### src/rtl/dds_sweep_ctrl.sv
// dds_sweep_ctrl: steps the DDS frequency word from a start to a stop word with a per-point
// dwell, in single, repeat or up-down (triangle) modes; forwards the configured phase word.
module dds_sweep_ctrl #(
  parameter int PHASE_WIDTH = 32,
  parameter int DWELL_WIDTH = 24
) (
  input  logic                   clock,
  input  logic                   reset,
  input  logic                   cfg_valid,
  output logic                   cfg_ready,
  input  logic [PHASE_WIDTH-1:0] cfg_start_word,
  input  logic [PHASE_WIDTH-1:0] cfg_stop_word,
  input  logic [PHASE_WIDTH-1:0] cfg_step_word,
  input  logic [DWELL_WIDTH-1:0] cfg_dwell,
  input  logic [1:0]             cfg_mode,
  input  logic [PHASE_WIDTH-1:0] cfg_pha_word,
  input  logic                   start,
  input  logic                   abort,
  output logic [PHASE_WIDTH-1:0] fre_word,
  output logic [PHASE_WIDTH-1:0] pha_word,
  output logic                   busy,
  output logic                   done,
  output logic [15:0]            sweep_cnt
);
  localparam int W = PHASE_WIDTH;
  typedef enum logic {IDLE, RUN} state_t;
  state_t state_q, state_d;
  logic [W-1:0] start_q, stop_q, step_q, pha_q, fre_q, fre_d;
  logic [W-1:0] e_start, e_stop, e_step, tgt;
  logic [DWELL_WIDTH-1:0] dwell_q, cnt_q, cnt_d, e_dwell;
  logic [1:0] mode_q;
  logic [15:0] scnt_q, scnt_d;
  logic up_q, up_d, back_q, back_d, degen_q, degen_d, done_q, done_d;
  logic accept, at_end;

  // One step toward t, computed one bit wider so a pass beyond t (or a borrow) clamps to t.
  function automatic logic [W-1:0] advance(input logic [W-1:0] f, s, t, input logic up);
    logic [W:0] n;
    n = up ? {1'b0, f} + {1'b0, s} : {1'b0, f} - {1'b0, s};
    if (up) return n >= {1'b0, t} ? t : n[W-1:0];
    return (n[W] || n[W-1:0] <= t) ? t : n[W-1:0];
  endfunction

  assign accept  = cfg_valid && state_q == IDLE;
  assign e_start = accept ? cfg_start_word : start_q;
  assign e_stop  = accept ? cfg_stop_word : stop_q;
  assign e_step  = accept ? cfg_step_word : step_q;
  assign e_dwell = accept ? cfg_dwell : dwell_q;
  // back_q is set on the return leg of an up-down sweep, where start becomes the target.
  assign tgt     = back_q ? start_q : stop_q;
  assign at_end  = degen_q || fre_q == tgt;

  always_comb begin
    state_d = state_q;
    fre_d   = fre_q;
    cnt_d   = cnt_q;
    scnt_d  = scnt_q;
    up_d    = up_q;
    back_d  = back_q;
    degen_d = degen_q;
    done_d  = 1'b0;
    if (abort) state_d = IDLE;
    else if (state_q == IDLE) begin
      if (start) begin
        state_d = RUN;
        fre_d   = e_start;
        cnt_d   = e_dwell;
        scnt_d  = '0;
        up_d    = e_start <= e_stop;
        back_d  = 1'b0;
        degen_d = e_step == '0 || e_start == e_stop;
      end
    end else if (cnt_q != '0) cnt_d = cnt_q - DWELL_WIDTH'(1);
    else begin
      cnt_d = dwell_q;
      if (!at_end) fre_d = advance(fre_q, step_q, tgt, up_q);
      else begin
        scnt_d = scnt_q + 16'd1;
        if (mode_q == 2'd1) fre_d = start_q;
        else if (mode_q == 2'd2) begin
          back_d = !back_q;
          up_d   = !up_q;
          fre_d  = degen_q ? fre_q : advance(fre_q, step_q, back_q ? stop_q : start_q, !up_q);
        end else begin
          state_d = IDLE;
          done_d  = 1'b1;
        end
      end
    end
  end

  always_ff @(posedge clock or posedge reset) begin
    if (reset) begin
      state_q <= IDLE;
      start_q <= '0;
      stop_q  <= '0;
      step_q  <= '0;
      dwell_q <= '0;
      mode_q  <= '0;
      pha_q   <= '0;
      fre_q   <= '0;
      cnt_q   <= '0;
      scnt_q  <= '0;
      up_q    <= 1'b0;
      back_q  <= 1'b0;
      degen_q <= 1'b0;
      done_q  <= 1'b0;
    end else begin
      if (accept) begin
        start_q <= cfg_start_word;
        stop_q  <= cfg_stop_word;
        step_q  <= cfg_step_word;
        dwell_q <= cfg_dwell;
        mode_q  <= cfg_mode;
        pha_q   <= cfg_pha_word;
      end
      state_q <= state_d;
      fre_q   <= fre_d;
      cnt_q   <= cnt_d;
      scnt_q  <= scnt_d;
      up_q    <= up_d;
      back_q  <= back_d;
      degen_q <= degen_d;
      done_q  <= done_d;
    end
  end

  assign cfg_ready = state_q == IDLE;
  assign busy      = state_q == RUN;
  assign fre_word  = fre_q;
  assign pha_word  = pha_q;
  assign done      = done_q;
  assign sweep_cnt = scnt_q;
endmodule

### config.mk
export PLATFORM = sky130hd
export DESIGN_NAME = dds_sweep_ctrl
export DESIGN_NICKNAME = d
export VERILOG_FILES = /design/src/rtl/dds_sweep_ctrl.sv
export SDC_FILE = /design/constraint.sdc
export NUM_CORES = 1
export LEC_CHECK = 0
export ABC_AREA = 1
export CORE_ASPECT_RATIO = 2
export CORE_MARGIN = 2
export CORE_UTILIZATION = 45
export DETAILED_ROUTE_END_ITERATION = 8
export GPL_TIMING_DRIVEN = 0
export PLACE_DENSITY = 0.66
export SYNTH_ARGS = -nofsm -noshare
export SYNTH_HDL_FRONTEND = slang
export SYNTH_SLANG_ARGS = --single-unit
### constraint.sdc
create_clock -name clock -period 7.4 [get_ports clock]
set_input_delay 0.74 -clock clock [delete_from_list [all_inputs] [get_ports clock]]
set_output_delay 0.74 -clock clock [all_outputs]
set_load 0.03 [all_outputs]
Word level (Yosys, flattened, before mapping) --
Cells that the tools add are included.
Storage, ports and cells: bits in registers 231, output and inout bits 83, word-level logic and storage cells 117
Operators by class: add/subtract/negate cells 4, magnitude comparators 5, eq/ne operators 10, muxes and demuxes 67, bitwise logic cells 2, reduce and logical (&&, ||, !) cells 15
Operators with widths (count):
- 32-bit two-way mux | 20
- 32-bit less-or-equal comparator | 3
- 24-bit two-way mux | 4
- 33-bit by 32-bit >= comparator with 1-bit output | 2
- 33-bit two-way mux | 2
- 32-bit equality test | 2
- 16-bit two-way mux | 4
- 1-bit two-way mux | 37
- 32-bit by 32-bit adder with 33-bit output | 1
- 32-bit by 32-bit subtractor with 33-bit output | 1
- 32-bit logical NOT | 1
- 24-bit nonzero test | 1
- 24-bit by 1-bit subtractor with 24-bit output (second input constant) | 1
- 16-bit by 1-bit adder with 16-bit output (second input constant) | 1
- 6-bit AND reduction | 1
- 5-bit AND reduction | 1
- 1-bit logical OR | 4
- 2-bit by 1-bit != test with 1-bit output (second input constant) | 2
- 2-bit != test (second input constant) | 2
- 4-bit by 2-bit != test with 1-bit output (second input constant) | 1
- 4-bit by 3-bit != test with 1-bit output (second input constant) | 1
- 4-bit AND reduction | 1
- 3-bit AND reduction | 1
- 2-bit by 1-bit equality test with 1-bit output (second input constant) | 1
- 6 further kinds | 8

Longest topological paths before layout --
depth in word-level cells 14, mapped depth 37

Worst setup path after synthesis --
Ideal clock, no wire load.
path kind register -> register, start point reg fre_q[0], in the netlist fre_word[0], end point reg fre_q[19], in the netlist fre_word[19], setup time 122 ps, data arrival time 4017 ps, data required time 7278 ps, setup slack 3261 ps, stages on the path, launching flop included 31, buffers on the path 2, cell sequence dfrtp_1 > inv_1 > ha_1 > inv_1 > fa_1 > nand3_1 > nand2_1 > nand2_1 > nand2_1 > nand2_1 > nand2_1 > nand2_1 > nand2_1 > nand2_1 > nand2_1 > o21ai_0 > inv_1 > ha_1 > inv_1 > nor2_1 > nand2_1 > nor3_1 > and3_1 > nor2_1 > clkbuf_1 > clkbuf_1 > nand4_1 > nand3_1 > nand3_1 > nand2_1 > a21oi_1
Between the ends: cells in the longest elaborated chain, start to end 12
RTL lines:
- start, declared | line 28 | logic [W-1:0] start_q, stop_q, step_q, pha_q, fre_q, fre_d;
- start signal, assigned | line 118 | fre_q <= fre_d;
- 32-bit by 32-bit adder with 33-bit output or 32-bit by 32-bit subtractor with 33-bit output (tied branches) | line 39 | n = up ? {1'b0, f} + {1'b0, s} : {1'b0, f} - {1'b0, s};
- 33-bit two-way mux | line 39
- 33-bit by 32-bit >= comparator with 1-bit output or 32-bit less-or-equal comparator (tied branches) | line 40, 41
- 32-bit two-way mux or 1-bit logical OR (tied branches) | line 40, 41
- 32-bit two-way mux, on equally long branches | line 40, 41
- 32-bit two-way mux | line 41 | return (n[W] || n[W-1:0] <= t) ? t : n[W-1:0];
- 32-bit two-way mux | line 83 | fre_d = degen_q ? fre_q : advance(fre_q, step_q, back_q ? stop_q : start_q, !up_q);
- 32-bit two-way mux | line 80 | else if (mode_q == 2'd2) begin
- 32-bit two-way mux | line 79 | if (mode_q == 2'd1) fre_d = start_q;
- 32-bit two-way mux | line 76 | if (!at_end) fre_d = advance(fre_q, step_q, tgt, up_q);
- 32-bit two-way mux | line 73 | end else if (cnt_q != '0) cnt_d = cnt_q - DWELL_WIDTH'(1);
- 32-bit two-way mux | line 63 | else if (state_q == IDLE) begin
Several ways; a longest one is shown, not always the timed one. The select of a mux whose other input is x is not followed. A chain may end at the register's enable or synchronous reset.

Final worst setup path --
start point reg fre_q[11], in the netlist fre_word[11], end point reg fre_q[16], in the netlist fre_word[16]
The elaborated chain is that of the path after synthesis.

==> metrics.cfg <==
[synthesis]
synth_top_family_by_area = simple AND/OR/NAND/NOR gates
synth.area.mux_share_pct = 0.0445
yosysTopAreaCell = dfrtp_1
synth_cell_types = 53
synth-compound-area-share_pct = 15.0
postSynthAreaPerCell_um2 = 6.12
ys_warn_count = 0
synthesis.nets = 4001
synth_adder_area_share_pct = 9.35
yosys-top-cells-area = dfrtp_1, nand2_1, ha_1
netlist_instances = 3675
synthSimpleGateAreaFrac_pct = 36.1
synthFlopType = dfrtp_1
synth_edf_count = 0
synth_seq_cells = 231
synth_area_mm2 = 0.0225
async_flop_share_pct = 100
synthXorXnorAreaFrac_pct = 2.34
synth_top_area_share_pct = 25.7
ys_seq_area_share_pct = 25.7

[placement]
portBuffers = 241
gp_congestion = 1.08
dp_hpwl_um = 91400
dp_slack_ns = 1.17

[cts]
cts_resized = 0
clock_sinks = 231
clkLatencyLatePin_ns = 0.60
cts_max_level = 1
cts_setup_buffers = 0
cts-root-buf = clkbuf_16
cts_tree = built
cts_buffer_depth = 3
numCtsBuffers = 26
path_clk_slew_ns = 0.07
postCtsHoldBufs = 0

[routing]
avgRoutedWirePerCell_um = 24.7
highest_layer = met5
dr.pass1.iters = 6
met3_length_um = 7700
met2_length_um = 55600
routed-via-count = 26197
first_iter_violations = 1936
drc = 0
vias_per_cell = 5.68
wl_met1_um = 35400
drt.antenna.violating_nets = 0
wirelength_um = 114000

[global_routing]
grt_pass1_wl_um = 163000
grt_pass1_vias = 26110
grt_max_degree = 119
grt-ovfl-total = 0
track_usage_pct = 43.3
antenna_found_initial = 7

[pwr]
p_int_uw = 4410
pwr-share-seq_pct = 16.2
pwr-share-clk_pct = 13.5
switchingPower_uw = 6090
combPwrFrac_pct = 70.3
switching_share_pct = 58.0
p_per_area_mw_per_mm2 = 394
irDropWorstVdd_v = 0.000233
leakage_uw = 0.0135
power_uw = 10500

[floorplan]
ios = 242
start_util_pct = 45.6
dieArea_mm2 = 0.0519
rows = 115
coreArea_mm2 = 0.0494
die_x_um = 162
die_h_um = 320

[timing]
max_freq_mhz = 146
period_share_pct = 92.6
setup_ws_ns = 0.549
rsz0062_at_grt = false
slew_headroom_pct = -0.921
worst_slew_pin_slew_ns = 1.51
setup_viol = 0
hold_viol_final = 0
final.min_clock_period_ns = 6.85
clock_skew_ns = 0.0288
slew_violations = 11

[outcome]
violations = capacitance limit, slew limit
status = finished with violations

[critical_path]
critPathMaxStageDelay_ns = 0.69
slowest_stage = clkbuf_1
critPathTopFamily = simple AND/OR/NAND/NOR gates
crit_arrival_ns = 7.32
crit_path_start_kind = register
path_max_fanout = 10
crit_type = register to register
path_common_cell = nand2_1
worstPathRequired_ns = 7.87
worst_setup_path_end_kind = register
critPathBufInv = 3

[cells_and_area]
nNetsFinal = 4272
syn_to_final_growth_pct = 18.5
drive_gt1_share_pct = 3.71
n_fill_cell = 5195

[hold_path]
hold_path_class = register to register

[job]
maxCapViolations = 1

==> cell type report <==
class	count	area, um^2	share of cell area [%]
plain buffers	167	744	2.79
repair buffers	243	2450	9.19
inverters	488	1840	6.90
well taps	643	805	3.02
flip-flops and latches	231	5780	21.7
multi-input cells	2789	14100	53.0
diodes	6	15.0	0.0563
clock inverters	12	139	0.521
clock buffers	36	749	2.81
==> cells in the final DEF (no fill, tap or decap), drive strengths merged, types with 7 or more instances in the layout <==
cell              n
clkbuf          126
dfrtp           231
a21oi           284
nand2          1182
nor4             22
nor3             33
o21ai           265
o31ai             8
or2              10
xor2             53
xnor2             7
nand3           363
o21a             10
clkdlybuf4s50   241
buf              79
o21bai           15
nand4            69
nor2            252
inv             490
ha              165
==> power by group through the flow <==
stage | sequential, uW | clock, uW | combinational, uW
2_1_floorplan | 1780 | 0 | 4520
3_3_place_gp | 1720 | 0 | 6980
3_5_place_dp | 1720 | 0 | 6990
4_1_cts | 1690 | 1420 | 7030
5_1_grt | 1720 | 1460 | 7950
6_report | 1700 | 1420 | 7380
==> metal layers <==
layer | up-vias | GRT usage [%]
li1 | 12442 | -
met1 | 11926 | 38.4
met5 | - | 0
met4 | 2 | 46.3
met3 | 575 | 10.6
met2 | 1252 | 75.6
==> sequential cells by signal, summed over array words and instances (netlist names) <==
register,cells
back_q,1
busy,1
cnt_q,24
degen_q,1
done,1
dwell_q,24
fre_word,32
mode_q,2
pha_word,32
start_q,32
step_q,32
stop_q,32
sweep_cnt,16
up_q,1
==> logic make-up after synthesis <==
group           after synthesis
mux                           1
compound gates              617
fa+ha+maj                   167
xor+xnor                     60
flops                       231
simple gates               1944
buf+inv                     655
==> final timing paths <==
kind                              start            to  slack (ns)  depth (start not counted)
setup / recovery           fre_word[11]  fre_word[16]        0.55                         26
hold / removal             pha_word[29]  pha_word[29]        0.48                          2
setup reg to reg           fre_word[11]  fre_word[16]        0.55                         26
hold reg to reg            pha_word[29]  pha_word[29]        0.48                          2
max in group asynchronous         reset    step_q[20]        5.47                          3
min in group asynchronous         reset  pha_word[20]        0.76                          2
==> Yosys cell counts (all sizes together) (15+ instances only) <==
cell	number
nand2	1182
inv	486
nand3	363
a21oi	284
o21ai	265
nor2	252
dfrtp	231
ha	165
clkbuf	90
buf	77
nand4	69
xor2	53
nor3	33
nor4	22
o21bai	15
==> worst register-to-register path, stage by stage, from the launching register on <==
cell,delay [ns]
dfrtp_1,0.49
ha_1,0.33
buf_2,0.18
nor2_1,0.34
nand2_1,0.44
nor2_1,0.20
nand3_1,0.10
nand3_1,0.56
nand2_1,0.18
nand3_1,0.15
nand2_1,0.11
nand3_1,0.14
nand2_1,0.10
ha_1,0.30
inv_1,0.05
nor3_1,0.34
nand2_1,0.18
nor3_1,0.51
and3_1,0.39
nor2_1,0.10
nand3_2,0.35
clkbuf_1,0.70
nand2_1,0.13
nand3_1,0.10
nand3_1,0.09
nand2_1,0.11
a21oi_1,0.06
==> metrics by stage <==
step | TNS (ns) | hold slack [ns] | std cells | utilization, % | cell area, um^2
finish | 0 | 0.478 | 4615 | 54.0 | 26700
global route | 0 | 0.500 | 4609 | 54.0 | 26700
CTS | 0 | 0.481 | 4608 | 54.0 | 26600
detailed placement | 0 | 0.464 | 4560 | 52.2 | 25700
global placement | -733.66 | 0.461 | 4559 | 52.1 | 25700
floorplan | 0 | 0.463 | 3675 | - | 22500
Note: power is estimated with default switching activity, not from simulation.
